File: src/rtl/accel_tilt_filter.sv
// Tilt-to-speed filter: calibrates a zero offset, then turns accelerometer samples into
// clamped per-axis speeds through a moving average, a deadzone and a shift. Latency is 2 cycles.
module accel_tilt_filter #(
    parameter int AVG_DEPTH   = 4,
    parameter int CAL_SAMPLES = 8,
    parameter int DEADZONE    = 16,
    parameter int SHIFT       = 5,
    parameter int MAX_SPEED   = 4
) (
    input  logic        slowclk,
    input  logic        reset_n,
    input  logic        sample_valid,
    input  logic [15:0] data_x,
    input  logic [15:0] data_y,
    input  logic        recal,
    input  logic        freeze,
    output logic [7:0]  speed_x,
    output logic [7:0]  speed_y,
    output logic        out_valid,
    output logic        calibrated,
    output logic [1:0]  state
);

    localparam int AVG_LG = $clog2(AVG_DEPTH);
    localparam int CAL_LG = $clog2(CAL_SAMPLES);
    localparam int CNT_W  = CAL_LG + 1;
    localparam int FILL_W = AVG_LG + 1;

    localparam logic [1:0] S_CAL = 2'd0;
    localparam logic [1:0] S_RUN = 2'd1;
    localparam logic [1:0] S_FRZ = 2'd2;

    localparam logic signed [18:0] DZ = 19'(DEADZONE);
    localparam logic signed [18:0] MS = 19'(MAX_SPEED);

    logic [1:0]        r_state, w_next;
    logic [CNT_W-1:0]  r_cal_cnt;
    logic [FILL_W-1:0] r_fill;
    logic              r_s1_vld, r_out_vld;
    logic signed [19:0] r_acc [2];
    logic signed [15:0] r_off [2];
    logic signed [15:0] r_s1  [2];
    logic signed [15:0] r_buf [2][AVG_DEPTH];
    logic signed [18:0] r_sum [2];
    logic signed [7:0]  r_spd [2];

    logic signed [15:0] w_data    [2];
    logic signed [19:0] w_acc_nxt [2];
    logic signed [15:0] w_off_nxt [2];
    logic signed [15:0] w_corr    [2];
    logic signed [18:0] w_sum_nxt [2];
    logic signed [7:0]  w_spd     [2];
    logic w_cal_take, w_cal_done, w_accept, w_proc, w_full;

    function automatic logic signed [15:0] sat16(input logic signed [16:0] v);
        if (v > 17'sd32767)       sat16 = 16'sh7FFF;
        else if (v < -17'sd32768) sat16 = 16'sh8000;
        else                      sat16 = v[15:0];
    endfunction

    // Deadzone is subtracted toward zero before the shift so speed grows smoothly from 0.
    function automatic logic signed [7:0] to_speed(input logic signed [18:0] sum);
        logic signed [18:0] avg, d, s;
        avg = sum >>> AVG_LG;
        if (avg > DZ)       d = avg - DZ;
        else if (avg < -DZ) d = avg + DZ;
        else                d = '0;
        s = d >>> SHIFT;
        if (s > MS)       s = MS;
        else if (s < -MS) s = -MS;
        to_speed = s[7:0];
    endfunction

    assign w_data[0] = data_x;
    assign w_data[1] = data_y;

    assign w_cal_take = (r_state == S_CAL) && sample_valid && !recal;
    assign w_cal_done = w_cal_take && (r_cal_cnt == CNT_W'(CAL_SAMPLES - 1));
    assign w_accept   = (r_state == S_RUN) && sample_valid && !freeze && !recal;
    // A stage-1 sample is dropped if freeze or recal shows up before it reaches the buffer.
    assign w_proc     = r_s1_vld && (r_state == S_RUN) && !freeze && !recal;
    assign w_full     = (r_fill >= FILL_W'(AVG_DEPTH - 1));

    for (genvar a = 0; a < 2; a++) begin : g_ax
        assign w_acc_nxt[a] = r_acc[a] + 20'(w_data[a]);
        assign w_off_nxt[a] = 16'(w_acc_nxt[a] >>> CAL_LG);
        assign w_corr[a]    = sat16(17'(w_data[a]) - 17'(r_off[a]));
        assign w_sum_nxt[a] = r_sum[a] + 19'(r_s1[a]) - 19'(r_buf[a][AVG_DEPTH-1]);
        assign w_spd[a]     = to_speed(w_sum_nxt[a]);
    end

    always_ff @(posedge slowclk or negedge reset_n) begin
        if (!reset_n) r_state <= S_CAL;
        else          r_state <= w_next;
    end

    always_comb begin
        w_next = r_state;
        if (recal) begin
            w_next = S_CAL;
        end else begin
            case (r_state)
                S_CAL:   if (w_cal_done) w_next = S_RUN;
                S_RUN:   if (freeze)     w_next = S_FRZ;
                S_FRZ:   if (!freeze)    w_next = S_RUN;
                default: w_next = S_CAL;
            endcase
        end
    end

    always_comb begin
        state      = r_state;
        calibrated = (r_state == S_RUN) || (r_state == S_FRZ);
    end

    always_ff @(posedge slowclk or negedge reset_n) begin
        if (!reset_n) begin
            r_cal_cnt <= '0;
            for (int a = 0; a < 2; a++) begin
                r_acc[a] <= '0;
                r_off[a] <= '0;
            end
        end else if (recal || w_cal_done) begin
            r_cal_cnt <= '0;
            for (int a = 0; a < 2; a++) begin
                r_acc[a] <= '0;
                if (w_cal_done) r_off[a] <= w_off_nxt[a];
            end
        end else if (w_cal_take) begin
            r_cal_cnt <= r_cal_cnt + 1'b1;
            for (int a = 0; a < 2; a++) r_acc[a] <= w_acc_nxt[a];
        end
    end

    always_ff @(posedge slowclk or negedge reset_n) begin
        if (!reset_n) begin
            r_s1_vld <= 1'b0;
            for (int a = 0; a < 2; a++) r_s1[a] <= '0;
        end else begin
            r_s1_vld <= w_accept;
            if (w_accept) for (int a = 0; a < 2; a++) r_s1[a] <= w_corr[a];
        end
    end

    always_ff @(posedge slowclk or negedge reset_n) begin
        if (!reset_n) begin
            r_fill <= '0;
            for (int a = 0; a < 2; a++) begin
                r_sum[a] <= '0;
                for (int i = 0; i < AVG_DEPTH; i++) r_buf[a][i] <= '0;
            end
        end else if (w_cal_done) begin
            r_fill <= '0;
            for (int a = 0; a < 2; a++) begin
                r_sum[a] <= '0;
                for (int i = 0; i < AVG_DEPTH; i++) r_buf[a][i] <= '0;
            end
        end else if (w_proc) begin
            if (r_fill != FILL_W'(AVG_DEPTH)) r_fill <= r_fill + 1'b1;
            for (int a = 0; a < 2; a++) begin
                r_sum[a]    <= w_sum_nxt[a];
                r_buf[a][0] <= r_s1[a];
                for (int i = 1; i < AVG_DEPTH; i++) r_buf[a][i] <= r_buf[a][i-1];
            end
        end
    end

    always_ff @(posedge slowclk or negedge reset_n) begin
        if (!reset_n) begin
            r_out_vld <= 1'b0;
            for (int a = 0; a < 2; a++) r_spd[a] <= '0;
        end else begin
            r_out_vld <= w_proc && w_full;
            if (recal)                for (int a = 0; a < 2; a++) r_spd[a] <= '0;
            else if (w_proc && w_full) for (int a = 0; a < 2; a++) r_spd[a] <= w_spd[a];
        end
    end

    assign speed_x   = r_spd[0];
    assign speed_y   = r_spd[1];
    assign out_valid = r_out_vld;

endmodule

File: config.mk
export PLATFORM = sky130hd
export DESIGN_NAME = accel_tilt_filter
export DESIGN_NICKNAME = d
export VERILOG_FILES = /design/src/rtl/accel_tilt_filter.sv
export SDC_FILE = /design/constraint.sdc
export NUM_CORES = 1
export LEC_CHECK = 0
export ABC_AREA = 1
export CAP_MARGIN = 25
export CORE_ASPECT_RATIO = 0.5
export CORE_MARGIN = 1.5
export CORE_UTILIZATION = 65
export CTS_CLUSTER_DIAMETER = 40
export DETAILED_ROUTE_END_ITERATION = 8
export DONT_BUFFER_PORTS = 1
export PLACE_DENSITY = 0.89
export SKIP_LAST_GASP = 1
export SYNTH_ARGS = -nofsm -noshare
export SYNTH_HDL_FRONTEND = slang
export SYNTH_SLANG_ARGS = --single-unit
export TNS_END_PERCENT = 20
File: constraint.sdc
create_clock -name slowclk -period 4.65 [get_ports slowclk]
set_clock_uncertainty 0.2 [all_clocks]
set_input_delay 0.465 -clock slowclk [delete_from_list [all_inputs] [get_ports slowclk]]
set_output_delay 0.465 -clock slowclk [all_outputs]
set_load 0.02 [all_outputs]
== Word level (Yosys, flattened, before mapping) ==
Cells that the tools add are included.
W data, S select, Z words.
Storage, ports and cells
  register bits after elaboration: 297
  logic and storage cells: 109
Cells by class
  add/subtract/negate cells: 14
  $lt $le $gt $ge: 13
  equal/unequal tests: 7
  mux-type cells: 30
  reduce and logical (&&, ||, !) cells: 22
Operator list (number)
  $mux W128: 2
  $mux W16: 6
  $mux W40: 2
  $mux W19: 4
  $mux W38: 2
  $add A20 B16 Y20: 2
  $add A19 B16 Y19: 2
  $sub A19 B16 Y19: 2
  $add A17 B6 Y18 const B: 2
  $sub A17 B6 Y18 const B: 2
  $gt A17 B16 Y1 const B: 2
  $gt A17 B6 Y1 const B: 2
  $lt A17 B16 Y1 const B: 2
  $lt A17 B5 Y1 const B: 2
  $sub A16 B16 Y17: 2
  $mux W8: 4
  $gt A14 B4 Y1 const B: 2
  $lt A14 B3 Y1 const B: 2
  $ne A3 B3 Y1 const B: 4
  $logic_and A1 B1 Y1: 10
  $mux W3: 3
  $mux W2: 4
  $mux W4: 2
  $reduce_bool A2 Y1: 4
  other kinds (12): 15

== Longest topological paths before layout ==
Gate-level depths: netlist (run 1).
  depth in word-level cells: 10
  gate-level depth with buffers: 29
  mapped depth without buffers: 29

== Least setup slack after synthesis (run 1) ==
No wires, ideal clock.
  path kind: flip-flop to flip-flop
  start point: register r_s1[1] in the netlist's numbering
  end point: register r_spd (netlist bit speed_y[0])
  arrival time: 3.433 ns
  path slack: 0.951 ns
  stages on the path, launching flop included: 28
  period minus slack after synthesis: 3.699 ns
  cell sequence: dfrtp_1 > inv_1 > fa_1 > inv_1 > fa_1 > nand3_1 > nand3_2 > nand2_1 > nand2_1 > nand2_1 > nand2_1 > inv_1 > ha_1 > nand2_1 > nor2_4 > nand2_2 > nor2_4 > nand3_2 > buf_6 > nand4_1 > nand2_1 > nor2_1 > nor2_1 > nor2_1 > nand2_1 > nand2_1 > nand4_1 > nand2_1
Between the ends
  word-level cells in the longest chain between the ends: 10
  elaborated cells on any way between the ends: 14
  classes of those cells: add/sub (4); order compare (4); mux (6)
Ends and longest elaborated chain
  start: declaration: line 42  | logic signed [15:0] r_s1 [2];
  $add A19 B16 Y19 (*): line 88  | assign w_sum_nxt[a] = r_sum[a] + 19'(r_s1[a]) - 19'(r_buf[a][AVG_DEPTH-1]);
  $sub A19 B16 Y19 (*): line 88
  $add A17 B6 Y18 / $lt A17 B5 Y1 (equally long branches): line 66  | else if (avg < -DZ) d = avg + DZ;
  $mux W19: line 66
  $mux W19 (*): line 65  | if (avg > DZ) d = avg - DZ;
  $lt A14 B3 Y1: line 70  | else if (s < -MS) s = -MS;
  $mux W8: line 70
  $mux W8 (*): line 69  | if (s > MS) s = MS;
  $mux W16 (*): line 175  | else if (w_proc && w_full) for (int a = 0; a < 2; a++) r_spd[a] <= w_spd[a];
  $mux W16 (*): line 174  | if (recal) for (int a = 0; a < 2; a++) r_spd[a] <= '0;
  end: declaration: line 45  | logic signed [7:0] r_spd [2];
Every way passes the cells marked *; elsewhere a longest branch is shown, timed or not. The select of a mux whose other input is x is not followed.
A chain may end at the register's enable or synchronous reset.

== Worst setup path after layout (run 1) ==
Same ends and word-level chain as after synthesis.

==> flow_summary.json, run 1 <==
{
  "outcome": "finished, violations left",
  "violations": "hold timing",
  "io_buffer_count": 0,
  "grt_setup_unrepaired": "false",
  "antenna_cells": 0,
  "dieWidth_um": 247,
  "wirelength_mm": 48.8,
  "design.core.area_um2": 29100,
  "synthSimpleGateAreaFrac": 0.236,
  "yosys.area_share.adder": 0.120,
  "synth-compound-area-share": 0.131,
  "fin_cells": 2902,
  "synth_top_family_by_area": "simple AND/OR/NAND/NOR gates",
  "rr_worst_depth": 26,
  "drive_gt1_frac": 0.0673,
  "synth_flop_cell": "dfrtp_1",
  "tightest_slew_ns": 1.03,
  "path_max_fanout": 13,
  "whs_ns": -0.648,
  "synth_edf_count": 0,
  "min_period_ns": 4.28,
  "worstSetupEndpointType": "flop",
  "dp_hpwl_mm": 34.3,
  "drt-initial-drc-count": 1817,
  "cts_tree": "done",
  "clockBufferDepth": 3,
  "timing.fmax_mhz": 233,
  "clk_pin_slew_ns": 0.07,
  "worstPathArrival_ns": 4.58,
  "hold_class": "input pin to asynchronous set/reset pin",
  "insertion_delay_ns": 0.61,
  "viasPerCell": 5.86,
  "num_rows": 44,
  "synth_area_leaders": "dfrtp_1 38%, nand2_1 11%, ha_1 7.9%",
  "ys_ff_latch": 295,
  "htree_num_levels": 1,
  "drc_errors": 0,
  "yosysMostFrequentCell": "nand2_1",
  "setup_violations": 0,
  "rr_endpoint": "speed_y[0]",
  "slew_headroom": 0.316,
  "crit_end": "speed_y[0]",
  "wire_per_inst_um": 16.8,
  "required_ns": 4.94,
  "finalSetupTns_ns": 0,
  "first_pass_iters": 5,
  "start_util": 0.664,
  "critPathLaunch": "r_s1[1]",
  "gp_congestion": 1.01,
  "vias": 17000,
  "hold_viol_final": 295,
  "cp-start-kind": "flop",
  "drv_cap": 0,
  "dpl.cell_count": 2842,
  "synth.distinct_cells": 50,
  "synth_common_cells": "560 x nand2_1, 405 x inv_1, 295 x dfrtp_1, 169 x nor2_1, 157 x o21ai_0",
  "syn_inst": 2496,
  "antenna_found_initial": 0,
  "die_area_um2": 30900,
  "syn_to_final_growth_pct": 7.73,
  "drv_slew": 0,
  "cts_sinks": 295,
  "grt-ovfl-total": 0,
  "nets": 2689,
  "synth-xor-area-share": 0.0371,
  "path_class": "flop to flop",
  "yosysTopAreaCellShare": 0.382,
  "drt.antenna.violating_nets": 0,
  "seq_area_frac_synth": 0.382,
  "die_h_um": 125,
  "rr_startpoint": "r_s1[1]",
  "cts_hold_buffers": 7,
  "postSynthAreaPerCell_um2": 7.75,
  "yosysWarnings": 0,
  "rrSetupSlack_ns": 0.37,
  "clockRootBuffer": "clkbuf_16",
  "synthMuxAreaShare": 0.000517,
  "grt_pass1_wl_mm": 80.4,
  "grt_pass1_vias": 16300,
  "async_flop_share": 1.00,
  "grt_max_degree": 296,
  "synth_nets": 2695,
  "final.period_utilization": 0.921,
  "post_cts_buffers": 0,
  "yosysTopAreaCell": "dfrtp_1",
  "netlist_area_um2": 19300,
  "cts_buffers": 30,
  "pin_count": 57,
  "fillers": 2079,
  "gr-usage-all-layers": 0.321
}
## worst max-delay path, stage by stage, from the launching register on
cell,delay [ns]
dfrtp_1,0.33
inv_1,0.08
fa_1,0.54
inv_1,0.07
fa_1,0.49
nand3_1,0.13
nand3_2,0.14
nand2_1,0.11
nand2_1,0.08
nand2_1,0.06
nand2_1,0.14
inv_2,0.13
ha_1,0.19
nand2_1,0.10
nor2_4,0.14
nand2_2,0.10
nor2_4,0.14
nand3_4,0.17
nand3_2,0.17
nor2_1,0.07
nor2_1,0.12
nand2_1,0.06
nor2_1,0.10
nand2_1,0.06
nand2_1,0.07
nand4_1,0.08
nand2_1,0.08
## cell usage in the layout (no fill, tap or decap), types with 14 or more instances in the layout
cell,n
nand2_1,559
inv_1,403
dfrtp_1,295
nor2_1,167
o21ai_0,157
nand3_1,142
a21oi_1,123
o22ai_1,122
ha_1,122
nand4_1,42
xor2_1,42
fa_1,40
xnor2_1,35
nand2_2,34
clkbuf_16,30
nor2_2,16
nor3_1,14
buf_4,14
## per-stage QoR
step	util	worst slack, ns	hold WS [ns]	area, um2
3_5_place_dp	0.678	0.371	-0.0270	19800
4_1_cts	0.715	0.284	-0.674	20800
2_1_floorplan	-	0.951	-0.0306	19300
5_1_grt	0.716	0.0183	-0.666	20800
6_report	0.716	0.367	-0.648	20800
3_3_place_gp	0.678	0.551	-0.0256	19700
## cell families (layout without fill, tap and decap cells)
kind of cell | count (synthesis) | in the layout
and+or+nand+nor | 1030 | 1030
buffers and inverters | 477 | 492
AOI/OAI and AO/OA | 452 | 452
DFF | 295 | 295
adders and majority gates | 162 | 162
xor gates and xnor gates | 79 | 79
muxes | 1 | 1
## registers in the layout, indices dropped and copies added, names as in the netlist
name / cells
out_valid: 1
r_acc: 38
r_buf: 128
r_cal_cnt: 4
r_fill: 3
r_off: 32
r_s1: 32
r_s1_vld: 1
r_sum: 38
speed_x: 8
speed_y: 8
state: 2
## timing repair
action	CTS	global route
setup endpoints to repair	0	4
endpoints found under the hold margin	314	295
resized for setup	0	2
## worst min-delay path by stage
stage	from	end	slack, ns	cells past startpoint
after CTS	reset_n	r_acc[8]	-0.67	0
after detailed placement	reset_n	r_acc[7]	-0.03	0
after global placement	reset_n	r_acc[7]	-0.03	0
final	reset_n	r_acc[4]	-0.65	0
after floorplan	reset_n	out_valid	-0.03	0
after global routing	reset_n	r_acc[5]	-0.67	0
## cell type report
class,count,area [um2],share of cell area
clock buffer,39,815,0.0391
inverter,416,1560,0.0750
tap,391,489,0.0235
sequential,295,7380,0.354
multi-input combinational,1724,10200,0.489
clock inverter,14,190,0.00913
timing repair buffer,23,215,0.0103
## layer usage
layer	up-vias	routed length, um	track usage
met4	0	924	0.0825
li1	8097	-	-
met1	8042	21900	0.470
met2	755	21400	0.490
met3	99	4600	0.0638
met5	-	0	0
Power of run 1 is not shown: default switching activity piles up to over one toggle a cycle in this logic, so the estimate is an artifact.
==> run 2: changes to the inputs <==
--- a/config.mk
+++ b/config.mk
@@ -10,9 +10,10 @@
 export CORE_ASPECT_RATIO = 0.5
 export CORE_MARGIN = 1.5
 export CORE_UTILIZATION = 65
-export CTS_CLUSTER_DIAMETER = 40
+export CTS_CLUSTER_DIAMETER = 100
 export DETAILED_ROUTE_END_ITERATION = 8
 export DONT_BUFFER_PORTS = 1
+export GPL_ROUTABILITY_DRIVEN = 0
 export PLACE_DENSITY = 0.89
 export SKIP_LAST_GASP = 1
 export SYNTH_ARGS = -nofsm -noshare
==> run 2 against run 1 <==
- via count up 1.1%
- die area unchanged
- the flow finishes with violations (DRC, hold timing)
- final area down 0.32%
- register-to-register slack better by 0.08 ns
- count of clock-buffer cells in the layout down 4
- critical path type unchanged
- utilization down 0.23 points
- setup slack better by 0.076 ns
- flip-flop and latch count unchanged
- non-clock buffer count unchanged
- sequential share of layout area up 0.12 points
==> flow_summary.json, run 2 (same netlist as run 1, synthesis figures left out) <==
{
  "crit_slowest_cell": "fa_1",
  "antenna_found_initial": 0,
  "pin_count": 57,
  "outcome": "finished, violations left",
  "cts_tree": "done",
  "rr_startpoint": "r_s1[1]",
  "drt.antenna.violating_nets": 0,
  "cts_hold_buffers": 7,
  "drv_cap": 0,
  "path_max_fanout": 13,
  "path_class": "flop to flop",
  "rr_worst_depth": 26,
  "cts_sinks": 295,
  "first_pass_iters": 8,
  "crit_end": "speed_y[1]",
  "cp-start-kind": "flop",
  "worstPathArrival_ns": 4.50,
  "critPathLaunch": "r_s1[1]",
  "drive_gt1_frac": 0.0670,
  "drc_errors": 1,
  "clockRootBuffer": "clkbuf_16",
  "dp_hpwl_mm": 33.9,
  "wire_per_inst_um": 17.1,
  "largest_register_ffs": 128,
  "slew_headroom": 0.328,
  "cts_buffers": 27,
  "antenna_cells": 0,
  "gr-usage-all-layers": 0.324,
  "grt_pass1_wl_mm": 81.2,
  "num_rows": 44,
  "nets": 2686,
  "required_ns": 4.95,
  "insertion_delay_ns": 0.58,
  "syn_to_final_growth_pct": 7.38,
  "final.period_utilization": 0.905,
  "rr_endpoint": "speed_y[1]",
  "worstSetupEndpointType": "flop",
  "cpMostUsedCell": "nand2_1",
  "fin_cells": 2899,
  "dieWidth_um": 247,
  "wirelength_mm": 49.5,
  "rrSetupSlack_ns": 0.44,
  "final_cell_mix": "559 x nand2_1, 403 x inv_1, 295 x dfrtp_1",
  "drv_slew": 0,
  "drt-initial-drc-count": 2212,
  "violations": "DRC, hold timing",
  "clk_pin_slew_ns": 0.07,
  "final_core_util": 0.713,
  "viasPerCell": 5.92,
  "final_common_cell": "nand2_1",
  "design.core.area_um2": 29100,
  "start_util": 0.664,
  "dpl.cell_count": 2842,
  "post_cts_buffers": 0,
  "hold_viol_final": 295,
  "grt_max_degree": 296,
  "vias": 17200,
  "finalSetupTns_ns": 0,
  "die_h_um": 125,
  "min_period_ns": 4.21,
  "whs_ns": -0.610,
  "clockBufferDepth": 3,
  "grt_pass1_vias": 16400,
  "timing.fmax_mhz": 238,
  "die_area_um2": 30900,
  "top_register": "r_buf",
  "io_buffer_count": 0,
  "slowest_delay_ns": 0.53,
  "hold_class": "input pin to asynchronous set/reset pin",
  "setup_violations": 0,
  "grt-ovfl-total": 0,
  "largest_registers": "r_buf (128), r_acc (38), r_sum (38)",
  "htree_num_levels": 1,
  "tightest_slew_ns": 1.01
}
==> run 2: cell count changes in the layout (fill, tap and decap cells not counted), moves of 2 or more <==
cell / before / now
clkinv_4: 0 / 4
inv_6: 5 / 1
clkbuf_16: 30 / 27
clkbuf_1: 6 / 4
clkinvlp_4: 1 / 3
inv_8: 2 / 0
==> run 2: cell type report <==
class	count	area [um2]
flip-flops and latches	295	7380
clock buffers	35	746
well taps	391	489
repair buffers	23	215
fillers	2031	8350
inverters	416	1560
clock inverters	15	191
multi-input cells	1724	10200
==> run 2: repair_timing <==
action / in CTS / in global routing
setup endpoints to repair: 0 / 3
resized for setup: 0 / 2
hold endpoints to repair: 305 / 295
==> run 2: how the worst min path moves through the flow <==
stage / from / to / cells after the start
after floorplan: reset_n / out_valid / 0
after global placement: reset_n / r_off[5] / 0
after detailed placement: reset_n / r_off[5] / 0
after CTS: reset_n / r_acc[15] / 0
after global routing: reset_n / r_off[7] / 0
final: reset_n / r_off[5] / 0
==> run 2: critical path: cells and delay by family, from the launching register on <==
kind                       cells  cell delay [ns]
and+or+nand+nor               20             2.08
buffers and inverters          3             0.28
DFF                            1             0.34
adders and majority gates      3             1.20
==> run 2: layer usage <==
| metal | global-route usage | share of wire | wire length (um) | vias up |
|---|---|---|---|---|
| met5 | 0 | 0 | 0 | - |
| li1 | - | - | - | 8076 |
| met2 | 0.509 | 0.45 | 22100 | 860 |
| met3 | 0.0741 | 0.10 | 5020 | 148 |
| met4 | 0.0925 | 0.026 | 1300 | 0 |
| met1 | 0.454 | 0.43 | 21000 | 8088 |
==> run 2: through the flow <==
step                      instance area (um2)  worst slack, ns
final                                   20800            0.442
after global placement                  19700            0.515
after detailed placement                19800            0.433
after CTS                               20800            0.379
after global routing                    20800        -0.000257
after floorplan                         19300            0.951
Power of run 2 is left out for the same reason.
==> run 3: changes to the inputs <==
--- a/config.mk
+++ b/config.mk
@@ -10,7 +10,7 @@
 export CORE_ASPECT_RATIO = 0.5
 export CORE_MARGIN = 1.5
 export CORE_UTILIZATION = 65
-export CTS_CLUSTER_DIAMETER = 100
+export CTS_CLUSTER_DIAMETER = 30
 export DETAILED_ROUTE_END_ITERATION = 8
 export DONT_BUFFER_PORTS = 1
 export GPL_ROUTABILITY_DRIVEN = 0
==> run 3 against run 2 <==
- the flow finishes with violations (hold timing)
- non-clock buffer count decreased by 2
- die area unchanged
- global-route usage increased by 1.2 points
- via count grew 1.8%
- utilization up 1.2 points
- count of clock-buffer cells in the layout up 5
- sequential share of layout area is 0.57 points lower
- first-iteration DRC count down 1.7%
- flip-flop and latch count unchanged
- setup slack got worse by 0.057 ns
- worst hold slack better by 0.015 ns
- final cell count increased by 0.48%
- critical endpoint unchanged
- largest cell class unchanged
==> flow_summary.json, run 3 (same netlist as run 1, synthesis figures left out) <==
{
  "insertion_delay_ns": 0.56,
  "path_max_fanout": 11,
  "finalSetupTns_ns": 0,
  "final_core_util": 0.725,
  "cp-start-kind": "flop",
  "design.core.area_um2": 29100,
  "whs_ns": -0.595,
  "io_buffer_count": 0,
  "outcome": "finished, violations left",
  "die_h_um": 125,
  "clockBufferDepth": 3,
  "nets": 2693,
  "required_ns": 4.92,
  "drive_gt1_frac": 0.0749,
  "clockRootBuffer": "clkbuf_16",
  "cpMostUsedCell": "nand2_1",
  "cts_sinks": 295,
  "wire_per_inst_um": 17.5,
  "drc_errors": 0,
  "crit_family": "simple AND/OR/NAND/NOR gates",
  "top_register": "r_buf",
  "antenna_found_initial": 0,
  "slowest_delay_ns": 0.54,
  "hold_class": "input pin to asynchronous set/reset pin",
  "tightest_slew_ns": 1.00,
  "drt.antenna.violating_nets": 0,
  "hold_viol_final": 295,
  "violations": "hold timing",
  "grt_pass1_vias": 16800,
  "wirelength_mm": 51.0,
  "crit_slowest_cell": "fa_1",
  "die_area_um2": 30900,
  "min_period_ns": 4.26,
  "dieWidth_um": 247,
  "dp_hpwl_mm": 33.9,
  "path_class": "flop to flop",
  "largest_registers": "r_buf (128), r_acc (38), r_sum (38)",
  "cts_buffers": 36,
  "vias": 17500,
  "worstPathArrival_ns": 4.53,
  "final.period_utilization": 0.917,
  "start_util": 0.664,
  "cts_hold_buffers": 3,
  "pin_count": 57,
  "grt_pass1_wl_mm": 83.8,
  "worstSetupEndpointType": "flop",
  "setup_ws_ns": 0.386,
  "grt-ovfl-total": 0,
  "pre_cts_ws_ns": 0.433,
  "first_pass_iters": 7,
  "drv_cap": 0,
  "viasPerCell": 6.00,
  "grt_max_degree": 296,
  "setup_violations": 0,
  "clk_pin_slew_ns": 0.07,
  "final_common_cell": "nand2_1",
  "slew_headroom": 0.330,
  "final_cell_mix": "559 x nand2_1, 403 x inv_1, 295 x dfrtp_1",
  "syn_to_final_growth_pct": 9.13,
  "largest_register_ffs": 128,
  "gr-usage-all-layers": 0.336,
  "htree_num_levels": 2,
  "cts_tree": "done",
  "antenna_cells": 0,
  "drt-initial-drc-count": 2175,
  "drv_slew": 0,
  "timing.fmax_mhz": 235,
  "worst-path-buf-inv": 3,
  "num_rows": 44
}
run 3: cell count changes in the layout (fill, tap and decap cells not counted), moves of 3 or more:
cell | before | now
inv_6 | 1 | 6
clkbuf_16 | 27 | 37
clkbuf_1 | 4 | 1
inv_8 | 0 | 5
clkinv_2 | 4 | 1
dlygate4sd3_1 | 7 | 3
clkinv_8 | 0 | 3
run 3: routing by layer:
layer	global-route usage	share of wire	up-vias
li1	-	-	8099
met1	0.461	0.42	8201
met2	0.527	0.45	990
met3	0.0818	0.11	190
met4	0.111	0.030	0
met5	0	0	-
run 3: path summary, 6_finish.rpt:
kind | slack (ns) | depth (start not counted) | from | to
max | 0.39 | 26 | r_s1[1] | speed_y[1]
min in group slowclk | 0.01 | 4 | data_x[15] | r_acc[38]
max reg2reg | 0.39 | 26 | r_s1[1] | speed_y[1]
max in group asynchronous | 4.08 | 0 | reset_n | r_sum[4]
min reg2reg | 0.29 | 2 | r_off[7] | r_off[7]
min | -0.60 | 0 | reset_n | r_acc[6]
run 3: final cells by class:
type	instances	area, um2
inverters	416	1560
multi-input cells	1724	10200
repair buffers	21	190
well taps	391	489
fillers	1917	8020
flip-flops and latches	295	7380
clock inverters	26	343
clock buffers	40	957
run 3: what timing repair did:
item / in CTS / in global routing
hold endpoints to repair: 299 / 295
gates resized for setup: 0 / 2
endpoints found under the setup margin: 0 / 3
setup buffers: 0 / 2
run 3: stage by stage:
step                      cell area [um2]  hold slack (ns)  instances
after detailed placement            19800          -0.0247       2842
after global placement              19700          -0.0225       2841
after global routing                21100           -0.608       2913
after CTS                           21100           -0.601       2911
after floorplan                     19300          -0.0306       2496
final                               21100           -0.595       2913
Power of run 3 is left out for the same reason.
